**src/rtl/ahb_arb_pkg.sv**
```systemverilog
// Shared encodings for the AHB round-robin arbiter: HTRANS/HBURST codes,
// arbiter states and the burst length lookup.
package ahb_arb_pkg;

   localparam logic [1:0] HTRANS_IDLE   = 2'd0;
   localparam logic [1:0] HTRANS_BUSY   = 2'd1;
   localparam logic [1:0] HTRANS_NONSEQ = 2'd2;
   localparam logic [1:0] HTRANS_SEQ    = 2'd3;

   localparam logic [2:0] HBURST_SINGLE = 3'd0;
   localparam logic [2:0] HBURST_INCR   = 3'd1;
   localparam logic [2:0] HBURST_WRAP4  = 3'd2;
   localparam logic [2:0] HBURST_INCR4  = 3'd3;
   localparam logic [2:0] HBURST_WRAP8  = 3'd4;
   localparam logic [2:0] HBURST_INCR8  = 3'd5;
   localparam logic [2:0] HBURST_WRAP16 = 3'd6;
   localparam logic [2:0] HBURST_INCR16 = 3'd7;

   typedef enum logic [1:0] {
      ST_ARB    = 2'd0,
      ST_BURST  = 2'd1,
      ST_LOCKED = 2'd2
   } arb_state_e;

   // SINGLE and undefined-length INCR count as one beat: nothing to hold for.
   function automatic logic [4:0] burst_len(input logic [2:0] hburst);
      logic [4:0] len;
      case (hburst)
         HBURST_WRAP4,  HBURST_INCR4:  len = 5'd4;
         HBURST_WRAP8,  HBURST_INCR8:  len = 5'd8;
         HBURST_WRAP16, HBURST_INCR16: len = 5'd16;
         default:                      len = 5'd1;
      endcase
      return len;
   endfunction

endpackage

```
**src/rtl/ahb_rr_picker.sv**
```systemverilog
// Combinational winner selection: round-robin from (ptr_i + 1), or lowest
// index when AHB_ARB_FIXED_PRIORITY_EN is defined. No request -> DEFAULT_MASTER.
module ahb_rr_picker #(
   parameter  int NUM_MASTERS    = 4,
   parameter  int DEFAULT_MASTER = 0,
   localparam int MIDX_W         = $clog2(NUM_MASTERS)
) (
   input  logic [NUM_MASTERS-1:0] req_i,
   input  logic [MIDX_W-1:0]      ptr_i,
   output logic [NUM_MASTERS-1:0] gnt_o
);

`ifdef AHB_ARB_FIXED_PRIORITY_EN
   logic unused_ptr_s;
   assign unused_ptr_s = ^ptr_i;

   // Lowest-index requester wins.
   always_comb begin
      logic found;
      logic hit;
      gnt_o = '0;
      found = 1'b0;
      for (int k = 0; k < NUM_MASTERS; k++) begin
         hit      = ~found & req_i[k];
         gnt_o[k] = hit;
         found    = found | hit;
      end
      gnt_o[DEFAULT_MASTER] = gnt_o[DEFAULT_MASTER] | ~found;
   end
`else
   // Scan upward from the slot after the last grant, wrapping.
   always_comb begin
      logic              found;
      logic              hit;
      logic [MIDX_W-1:0] idx;
      gnt_o = '0;
      found = 1'b0;
      for (int k = 1; k <= NUM_MASTERS; k++) begin
         idx        = MIDX_W'((int'(ptr_i) + k) % NUM_MASTERS);
         hit        = ~found & req_i[idx];
         gnt_o[idx] = gnt_o[idx] | hit;
         found      = found | hit;
      end
      gnt_o[DEFAULT_MASTER] = gnt_o[DEFAULT_MASTER] | ~found;
   end
`endif

endmodule

```
**src/rtl/ahb_bus_arbiter.sv**
```systemverilog
// AHB bus arbiter: registered one-hot grant, address/data-phase owner indices,
// burst and lock hold. Define AHB_ARB_FIXED_PRIORITY_EN for fixed priority.
module ahb_bus_arbiter #(
   parameter  int NUM_MASTERS    = 4,
   parameter  int DEFAULT_MASTER = 0,
   localparam int MIDX_W         = $clog2(NUM_MASTERS)
) (
   input  logic                   HCLK,
   input  logic                   HRESETn,
   input  logic [NUM_MASTERS-1:0] HBUSREQ,
   input  logic [NUM_MASTERS-1:0] HLOCK,
   input  logic [1:0]             HTRANS,
   input  logic [2:0]             HBURST,
   input  logic                   HREADY,
   output logic [NUM_MASTERS-1:0] HGRANT,
   output logic [MIDX_W-1:0]      HMASTER,
   output logic [MIDX_W-1:0]      HMASTER_D,
   output logic                   HMASTLOCK
);
   import ahb_arb_pkg::*;

   localparam logic [NUM_MASTERS-1:0] GRANT_RST =
      {{(NUM_MASTERS-1){1'b0}}, 1'b1} << DEFAULT_MASTER;
   localparam logic [MIDX_W-1:0] MIDX_RST = MIDX_W'(DEFAULT_MASTER);

   function automatic logic [MIDX_W-1:0] onehot_idx(input logic [NUM_MASTERS-1:0] oh);
      logic [MIDX_W-1:0] idx;
      idx = '0;
      for (int i = 0; i < NUM_MASTERS; i++) begin
         idx = idx | (oh[i] ? MIDX_W'(i) : '0);
      end
      return idx;
   endfunction

   arb_state_e             state_q, state_d;
   logic [4:0]             cnt_q, cnt_d;
   logic [NUM_MASTERS-1:0] grant_q, grant_d, winner_s;
   logic [MIDX_W-1:0]      ptr_s, grant_idx_s;
   logic [MIDX_W-1:0]      master_q, master_d_q;
   logic                   mastlock_q;
   logic [4:0]             blen_s;
   logic                   nonseq_s, seq_s, idle_s, owner_lock_s;
   logic                   enter_lock_s, enter_burst_s, burst_end_s, lock_rel_s;

   assign grant_idx_s   = onehot_idx(grant_q);
   assign blen_s        = burst_len(HBURST);
   assign owner_lock_s  = HLOCK[master_q];
   assign nonseq_s      = HREADY & (HTRANS == HTRANS_NONSEQ);
   assign seq_s         = HREADY & (HTRANS == HTRANS_SEQ);
   assign idle_s        = HREADY & (HTRANS == HTRANS_IDLE);
   assign enter_lock_s  = nonseq_s & owner_lock_s;
   assign enter_burst_s = nonseq_s & ~owner_lock_s & (blen_s > 5'd1);
   assign burst_end_s   = nonseq_s | idle_s | (seq_s & (cnt_q == 5'd1));
   assign lock_rel_s    = HREADY & (HTRANS != HTRANS_BUSY) & ~owner_lock_s;

   ahb_rr_picker #(
      .NUM_MASTERS   (NUM_MASTERS),
      .DEFAULT_MASTER(DEFAULT_MASTER)
   ) u_picker (
      .req_i(HBUSREQ),
      .ptr_i(ptr_s),
      .gnt_o(winner_s)
   );

`ifdef AHB_ARB_FIXED_PRIORITY_EN
   assign ptr_s = MIDX_RST;
`else
   logic [MIDX_W-1:0] ptr_q, ptr_d;

   // Pointer follows the grant, but only moves when the grant really changes.
   always_comb begin
      if (grant_d != grant_q) begin
         ptr_d = onehot_idx(grant_d);
      end else begin
         ptr_d = ptr_q;
      end
   end

   // Round-robin pointer register.
   always_ff @(posedge HCLK or negedge HRESETn) begin
      if (!HRESETn) begin
         ptr_q <= MIDX_RST;
      end else begin
         ptr_q <= ptr_d;
      end
   end

   assign ptr_s = ptr_q;
`endif

   // Grant only moves in ARB or on the edge that leaves BURST; lock release
   // passes through ARB first, which gives the extra hold cycle.
   always_comb begin
      state_d = state_q;
      cnt_d   = cnt_q;
      grant_d = grant_q;
      case (state_q)
         ST_ARB: begin
            if (enter_lock_s) begin
               state_d = ST_LOCKED;
            end else if (enter_burst_s) begin
               state_d = ST_BURST;
               cnt_d   = blen_s - 5'd1;
            end else begin
               grant_d = winner_s;
            end
         end
         ST_BURST: begin
            if (enter_lock_s) begin
               state_d = ST_LOCKED;
               cnt_d   = 5'd0;
            end else if (enter_burst_s) begin
               cnt_d   = blen_s - 5'd1;
            end else if (burst_end_s) begin
               state_d = ST_ARB;
               cnt_d   = 5'd0;
               grant_d = winner_s;
            end else if (seq_s) begin
               cnt_d   = cnt_q - 5'd1;
            end else begin
               cnt_d   = cnt_q;
            end
         end
         ST_LOCKED: begin
            if (lock_rel_s) begin
               state_d = ST_ARB;
            end else begin
               state_d = ST_LOCKED;
            end
         end
         default: begin
            state_d = ST_ARB;
            cnt_d   = 5'd0;
            grant_d = winner_s;
         end
      endcase
   end

   // Arbitration state, beat counter and grant.
   always_ff @(posedge HCLK or negedge HRESETn) begin
      if (!HRESETn) begin
         state_q <= ST_ARB;
         cnt_q   <= 5'd0;
         grant_q <= GRANT_RST;
      end else begin
         state_q <= state_d;
         cnt_q   <= cnt_d;
         grant_q <= grant_d;
      end
   end

   // Address/data-phase ownership advances only on accepted transfers.
   always_ff @(posedge HCLK or negedge HRESETn) begin
      if (!HRESETn) begin
         master_q   <= MIDX_RST;
         master_d_q <= MIDX_RST;
         mastlock_q <= 1'b0;
      end else if (HREADY) begin
         master_q   <= grant_idx_s;
         master_d_q <= master_q;
         mastlock_q <= HLOCK[grant_idx_s];
      end else begin
         master_q   <= master_q;
         master_d_q <= master_d_q;
         mastlock_q <= mastlock_q;
      end
   end

   assign HGRANT    = grant_q;
   assign HMASTER   = master_q;
   assign HMASTER_D = master_d_q;
   assign HMASTLOCK = mastlock_q;

endmodule

```
**config.mk**
```make
export PLATFORM = sky130hd
export DESIGN_NAME = ahb_bus_arbiter
export DESIGN_NICKNAME = d
export VERILOG_FILES = /design/src/rtl/ahb_arb_pkg.sv /design/src/rtl/ahb_rr_picker.sv /design/src/rtl/ahb_bus_arbiter.sv
export SDC_FILE = /design/constraint.sdc
export NUM_CORES = 1
export LEC_CHECK = 0
export ABC_AREA = 1
export CORE_ASPECT_RATIO = 1.25
export CORE_MARGIN = 4
export CORE_UTILIZATION = 48
export CTS_CLUSTER_DIAMETER = 60
export DETAILED_ROUTE_END_ITERATION = 16
export GPL_TIMING_DRIVEN = 1
export PLACE_DENSITY = 0.78
export SYNTH_ARGS = -nofsm -noshare
export SYNTH_HDL_FRONTEND = slang
export SYNTH_SLANG_ARGS = --single-unit
```
**constraint.sdc**
```tcl
create_clock -name HCLK -period 3.7 [get_ports HCLK]
set_input_delay 1.11 -clock HCLK [delete_from_list [all_inputs] [get_ports HCLK]]
set_output_delay 1.11 -clock HCLK [all_outputs]
set_load 0.05 [all_outputs]
```
# After elaboration in Yosys (flattened, before gate mapping)

Index checks and enable logic that the tools add are counted.

Reductions and logical operators: 11
Mux-type cells: 58
Bitwise logic cells: 33
$lt $le $gt $ge: 11
Div/mod/pow operators: 0
Shifts and indexed selects: 0
$add $sub $neg: 6
Multiply operators: 0
Equality and inequality tests: 19

Operator list:

| kind                | count |
|---|---|
| $mux 5              | 6 |
| $pmux 5 s3          | 2 |
| $bmux 1 s2          | 10 |
| $mux 2              | 10 |
| $mux 4              | 5 |
| $lt 2x3->1 const B  | 6 |
| $mux 1              | 16 |
| $and 1x1->1         | 12 |
| $bwmux 4            | 3 |
| $eq 3x3->1 const B  | 4 |
| $pmux 4 s3          | 1 |
| $or 1x1->1          | 10 |
| $sub 5x1->5 const B | 2 |
| $ne 3x3->1 const B  | 3 |
| $demux 1 s2         | 4 |
| $ge 2x1->1 const B  | 4 |
| $eq 2x2->1 const B  | 3 |
| $eq 3x2->1 const B  | 2 |
| $not 1->1           | 6 |
| $pmux 2 s3          | 1 |
| $reduce_or 2->1     | 3 |
| $eq 5x1->1 const B  | 1 |
| $gt 5x1->1 const B  | 1 |
| $ne 5x5->1 const B  | 1 |
| 13 further kinds    | 22 |

Word-level logic and storage cells: 145
Memory bits (writable): 0
Memories kept: 0
Input port bits: 16
ROM bits: 0
Output and inout port bits: 9
Register bits: 18
Latch bits: 0

# Longest topological paths before layout

Depth in word-level cells: 26
Gate-level depth with buffers: 24
Mapped depth without buffers: 24

# Modules after synthesis

A second synthesis with hierarchy kept.

Cells, all modules: 265
Area, all modules: 1760.4 um^2

By module, submodules not included:

| module          | times used | area each (um^2) | cells an instance | sequential area each (um^2) |
|---|---|---|---|---|
| ahb_bus_arbiter | 1          | 1261.2           | 169               | 451.7 |
| ahb_rr_picker   | 1          | 499.2            | 96                | 0.0 |

# Worst setup path before layout

OpenSTA, ideal clock, no wires.

Path type: input -> register
From: input HBUSREQ[2]
To: register ptr_q[1]
Path buffers: 0
Required time: 3583 ps
Setup time: 117 ps
Path slack: 838 ps
Cell stages on the path: 22
Arrival: 2745 ps
Path through: nand2_1 nand3_2 nand4_1 nand3_1 nand2_2 nand3_1 nand3_1 nand3_2 nand2_2 nand3_1 nand3_1 nand3_1 nand2_2 nand3_1 nand2_1 inv_2 nand2_2 nand2_2 nor2_4 nand2_2 nand2_1 nand2_1

Word-level cells in the longest chain between the ends: 23
Elaborated cells on any way between the ends: 44
Classes of those cells: eq/ne (1); mux (25); bitwise (18)

RTL lines:

| element                      | line                   | source |
|---|---|---|
| from (decl)                  | ahb_bus_arbiter.sv:10  | `input logic [NUM_MASTERS-1:0] HBUSREQ,` |
| $bmux 1 s2                   | ahb_rr_picker.sv:40    | `hit = ~found & req_i[idx];` |
| $mux 1 (implied by the code) | ahb_rr_picker.sv:40    |  |
| $or 1x1->1                   | ahb_rr_picker.sv:41    | `gnt_o[idx] = gnt_o[idx] \| hit;` |
| $and 4x4->4 (no line)        | n/a                    |  |
| $bmux 1 s2                   | ahb_rr_picker.sv:41    |  |
| $mux 1 (implied by the code) | ahb_rr_picker.sv:41    |  |
| $or 1x1->1                   | ahb_rr_picker.sv:41    |  |
| $bwmux 4                     | ahb_rr_picker.sv:41    |  |
| [... 7 more ...]             | n/a                    |  |
| $bwmux 4                     | ahb_rr_picker.sv:41    |  |
| $mux 4                       | ahb_bus_arbiter.sv:114 | `end else if (burst_end_s) begin` |
| $mux 4                       | ahb_bus_arbiter.sv:112 | `end else if (enter_burst_s) begin` |
| $mux 4                       | ahb_bus_arbiter.sv:109 | `if (enter_lock_s) begin` |
| $pmux 4 s3 *                 | ahb_bus_arbiter.sv:97  | `case (state_q)` |
| $mux 2                       | ahb_bus_arbiter.sv:30  | `idx = idx \| (oh[i] ? MIDX_W'(i) : '0);` |
| $or 1x2->2                   | ahb_bus_arbiter.sv:30  |  |
| $or 2x2->2                   | ahb_bus_arbiter.sv:30  |  |
| to (signal assigned)         | ahb_bus_arbiter.sv:84  | `ptr_q <= ptr_d;` |
| to (decl)                    | ahb_bus_arbiter.sv:68  | `logic [MIDX_W-1:0] ptr_q, ptr_d;` |

Mark *: on every way between the ends. The rest lies on a longest branch, timed or not. The select of a mux whose other input is x is not followed.
A chain may end at the register's enable or synchronous reset.

# Final worst setup path

From: input HBUSREQ[0]
To: register ptr_q[1]

Same word-level chain as after synthesis.

==> impl_metrics.toml <==
[outcome]
outcome = "complete, no violations"

[placement]
dpl_worst_slack_ns = 0.1162
port_buffers = 23
gp_congestion = 0.8701
hpwl_um = 3054

[yosys]
ys_types = 34
synth_edf_count = 0
syn_area_sq_um = 1668
yosysMostFrequentCell = "nand2_1"
yosys.area.top_type = "dfrtp_1"
avgSynthCellArea_sq_um = 6.725
syn_inst = 248
syn-num-nets = 274
synth_top_area_share_pct = 25.51
ys.flop_type = "dfrtp_1"
ys_ff_latch = 18
async_flop_share_pct = 100.0
synth_seq_area_share_pct = 27.08
ys_top_cells_by_count = "65 x nand2_1, 36 x nand3_1, 29 x inv_1, 17 x dfrtp_1, 16 x o21ai_0"
synth_warnings = 0
yosys-top-cells-area = "dfrtp_1 26%, nand2_1 15%, nand3_1 11%, ha_1 7.5%, inv_1 6.5%"

[worst_hold_path]
hold_class = "reg2reg"
hp-start = "HMASTER_D[0]"
min_to = "HMASTER_D[0]"
min_path_cells = 2

[route]
vias = 1726
drt-total-wl_um = 3826
wire_per_inst_um = 11.92
avgViaCountPerCell = 5.377
first_pass_iters = 4
drtIter0Drc = 90
ant_nets = 0
drc = 0

[critical_path]
cpMostUsedCell = "nand3_1"
worstSetupPathType = "in2reg"
r2r-end = "ptr_q[1]"
crit_buf_inv = 2
critPathTopFamily = "simple AND/OR/NAND/NOR gates"
cp.required_ns = 3.85
r2r_setup_slack_ns = 0.61
path_max_fanout = 5
arrival_ns = 3.48
crit_chain = "clkdlybuf4s50_1 > nand2_4 > nand3_2 > nand2_1 > nand2_2 > nand3_1 > nand3_1 > nand3_2 > nand2_2 > nand3_1 > nand3_1 > nand3_1 > nand2_2 > nand3_1 > nand2_1 > inv_2 > a21oi_1 > nand2_1 > nand2_1 > nand2_1"
critPathSlowestCell = "clkdlybuf4s50_1"
rr_startpoint = "ptr_q[1]"
endpoint_kind = "flop"
startpoint_type = "primary input"
slowest_delay_ns = 0.52
r2r_cells = 22

[global_routing]
antenna_found_initial = 0
grt_pass1_vias = 1612
grt_max_degree = 19
grt_pass1_wl_um = 6686
grt-ovfl-total = 0
track_usage_pct = 18.91

[die]
die_area_sq_um = 4488
rows = 23
fp.coreArea_sq_um = 3281
die_w_um = 60.73
die_h_um = 73.91
initial_utilization_pct = 50.84
io_pins = 25

[clock_network]
clkTransAtPathRegs_ns = 0.07
cts_buffers = 3
clock_sinks = 18
cts_root_buffer = "clkbuf_8"
htreeDepth = 1
clk_latency_ns = 0.25
cts_tree = "built"
cts_setup_buffers = 0
clk_path_buf_depth = 2
cts-hold-fix-buffers = 0
cts_resized = 0

[finish]
drive_gt1_share_pct = 14.79
antennaDiodeCount = 0
fin_nets = 311
synthToLayoutAreaGrowth_pct = 23.71
nFillCells = 326

[timing]
clock-skew-final_ns = 0.002008
fmax_mhz = 300.5
worst_slew_pin_slew_ns = 0.7903
layout_min_cycle_time_ns = 3.327
rsz0062_at_grt = "false"
slew_headroom_pct = 47.15
fin_crit_sh_pct = 89.93
setup_viol = 0
finalWorstSetupSlack_ns = 0.3726
finalHoldViolCount = 0
fin_tns_setup_ns = 0
hold_ws_ns = 0.4817
final_max_slew_viol_count = 0

[flow_run]
cap_violations = 0
==> cell usage in the layout (no fill, tap or decap) <==
master,synthesis,routed
a211oi_1,1,1
a211oi_2,1,1
a21oi_1,11,11
a21oi_4,1,1
a221oi_1,1,1
a22oi_1,2,2
a31oi_1,1,1
buf_4,0,10
clkbuf_8,0,4
clkdlybuf4s50_1,0,23
dfrtp_1,17,17
dfstp_2,1,1
ha_1,10,10
inv_1,29,29
inv_2,5,5
mux2i_1,1,1
nand2_1,65,65
nand2_2,11,11
nand2_4,1,1
nand3_1,36,36
nand3_2,4,4
nand4_1,7,7
nor2_1,13,13
nor2_2,1,1
nor2_4,2,2
nor3_1,1,1
o211ai_1,1,1
o21ai_0,16,16
o21ai_1,1,1
o22a_1,1,1
o311ai_0,1,1
o31ai_1,1,1
o41ai_1,1,1
or2_2,1,1
xnor2_1,1,1
xor2_1,1,1
==> how the worst max path moves through the flow <==
stage / from / end / slack [ns] / cells past startpoint
6_report: HBUSREQ[0] / ptr_q[1] / 0.37 / 20
5_1_grt: HBUSREQ[2] / ptr_q[1] / 0.08 / 20
4_1_cts: HBUSREQ[2] / ptr_q[1] / 0.37 / 20
3_5_place_dp: HBUSREQ[2] / ptr_q[1] / 0.12 / 20
3_3_place_gp: HBUSREQ[0] / ptr_q[0] / 0.14 / 20
2_1_floorplan: HBUSREQ[2] / ptr_q[1] / 0.84 / 22
==> worst register-to-register path: cells and delay by family, from the launching register on <==
kind,cells,cell delay [ns]
buffers and inverters,3,0.31
adder cells (fa/ha/maj),1,0.37
flip-flops,1,0.55
AND/OR/NAND/NOR,17,1.55
AO/OA/AOI/OAI,1,0.21
==> state kept, by name, summed over array words and instances (netlist names) <==
signal     cells
HGRANT         4
HMASTER        2
HMASTER_D      2
HMASTLOCK      1
cnt_q          5
ptr_q          2
state_q        2
==> layout make-up <==
cell class / instances / area (sq um) / share of cell area [%]
Sequential cell: 18 / 451.7 / 21.89
Timing Repair Buffer: 33 / 305.3 / 14.80
Tap cell: 37 / 46.29 / 2.244
Inverter: 34 / 127.6 / 6.186
Multi-Input combinational cell: 195 / 1077 / 52.21
Clock buffer: 4 / 55.05 / 2.668
==> layer usage <==
layer  share of wire (%)  vias up  track usage [%]
li1                    -      897                -
met1                  44      791            23.00
met2                  52       36            35.08
met3                 3.5        2            1.933
met4                0.42        0            4.096
met5                   0        -                0
==> kinds of logic after synthesis <==
group	count (synthesis)	synth area share, %
AND/OR/NAND/NOR	142	40.59
AO/OA/AOI/OAI	40	14.85
buffers and inverters	35	8.327
flip-flops	18	27.08
adder cells (fa/ha/maj)	10	7.502
XOR/XNOR	2	1.050
multiplexers	1	0.6002
==> per-stage QoR <==
step / cell area [sq um] / util, % / cells
2_1_floorplan: 1668 / - / 248
3_3_place_gp: 2008 / 61.21 / 317
3_5_place_dp: 2008 / 61.21 / 317
4_1_cts: 2063 / 62.89 / 321
5_1_grt: 2063 / 62.89 / 321
6_report: 2063 / 62.89 / 321
Power is left out: the tool's default activity adds up to more than one toggle a clock period on the data nets, which glitch-free logic cannot reach.
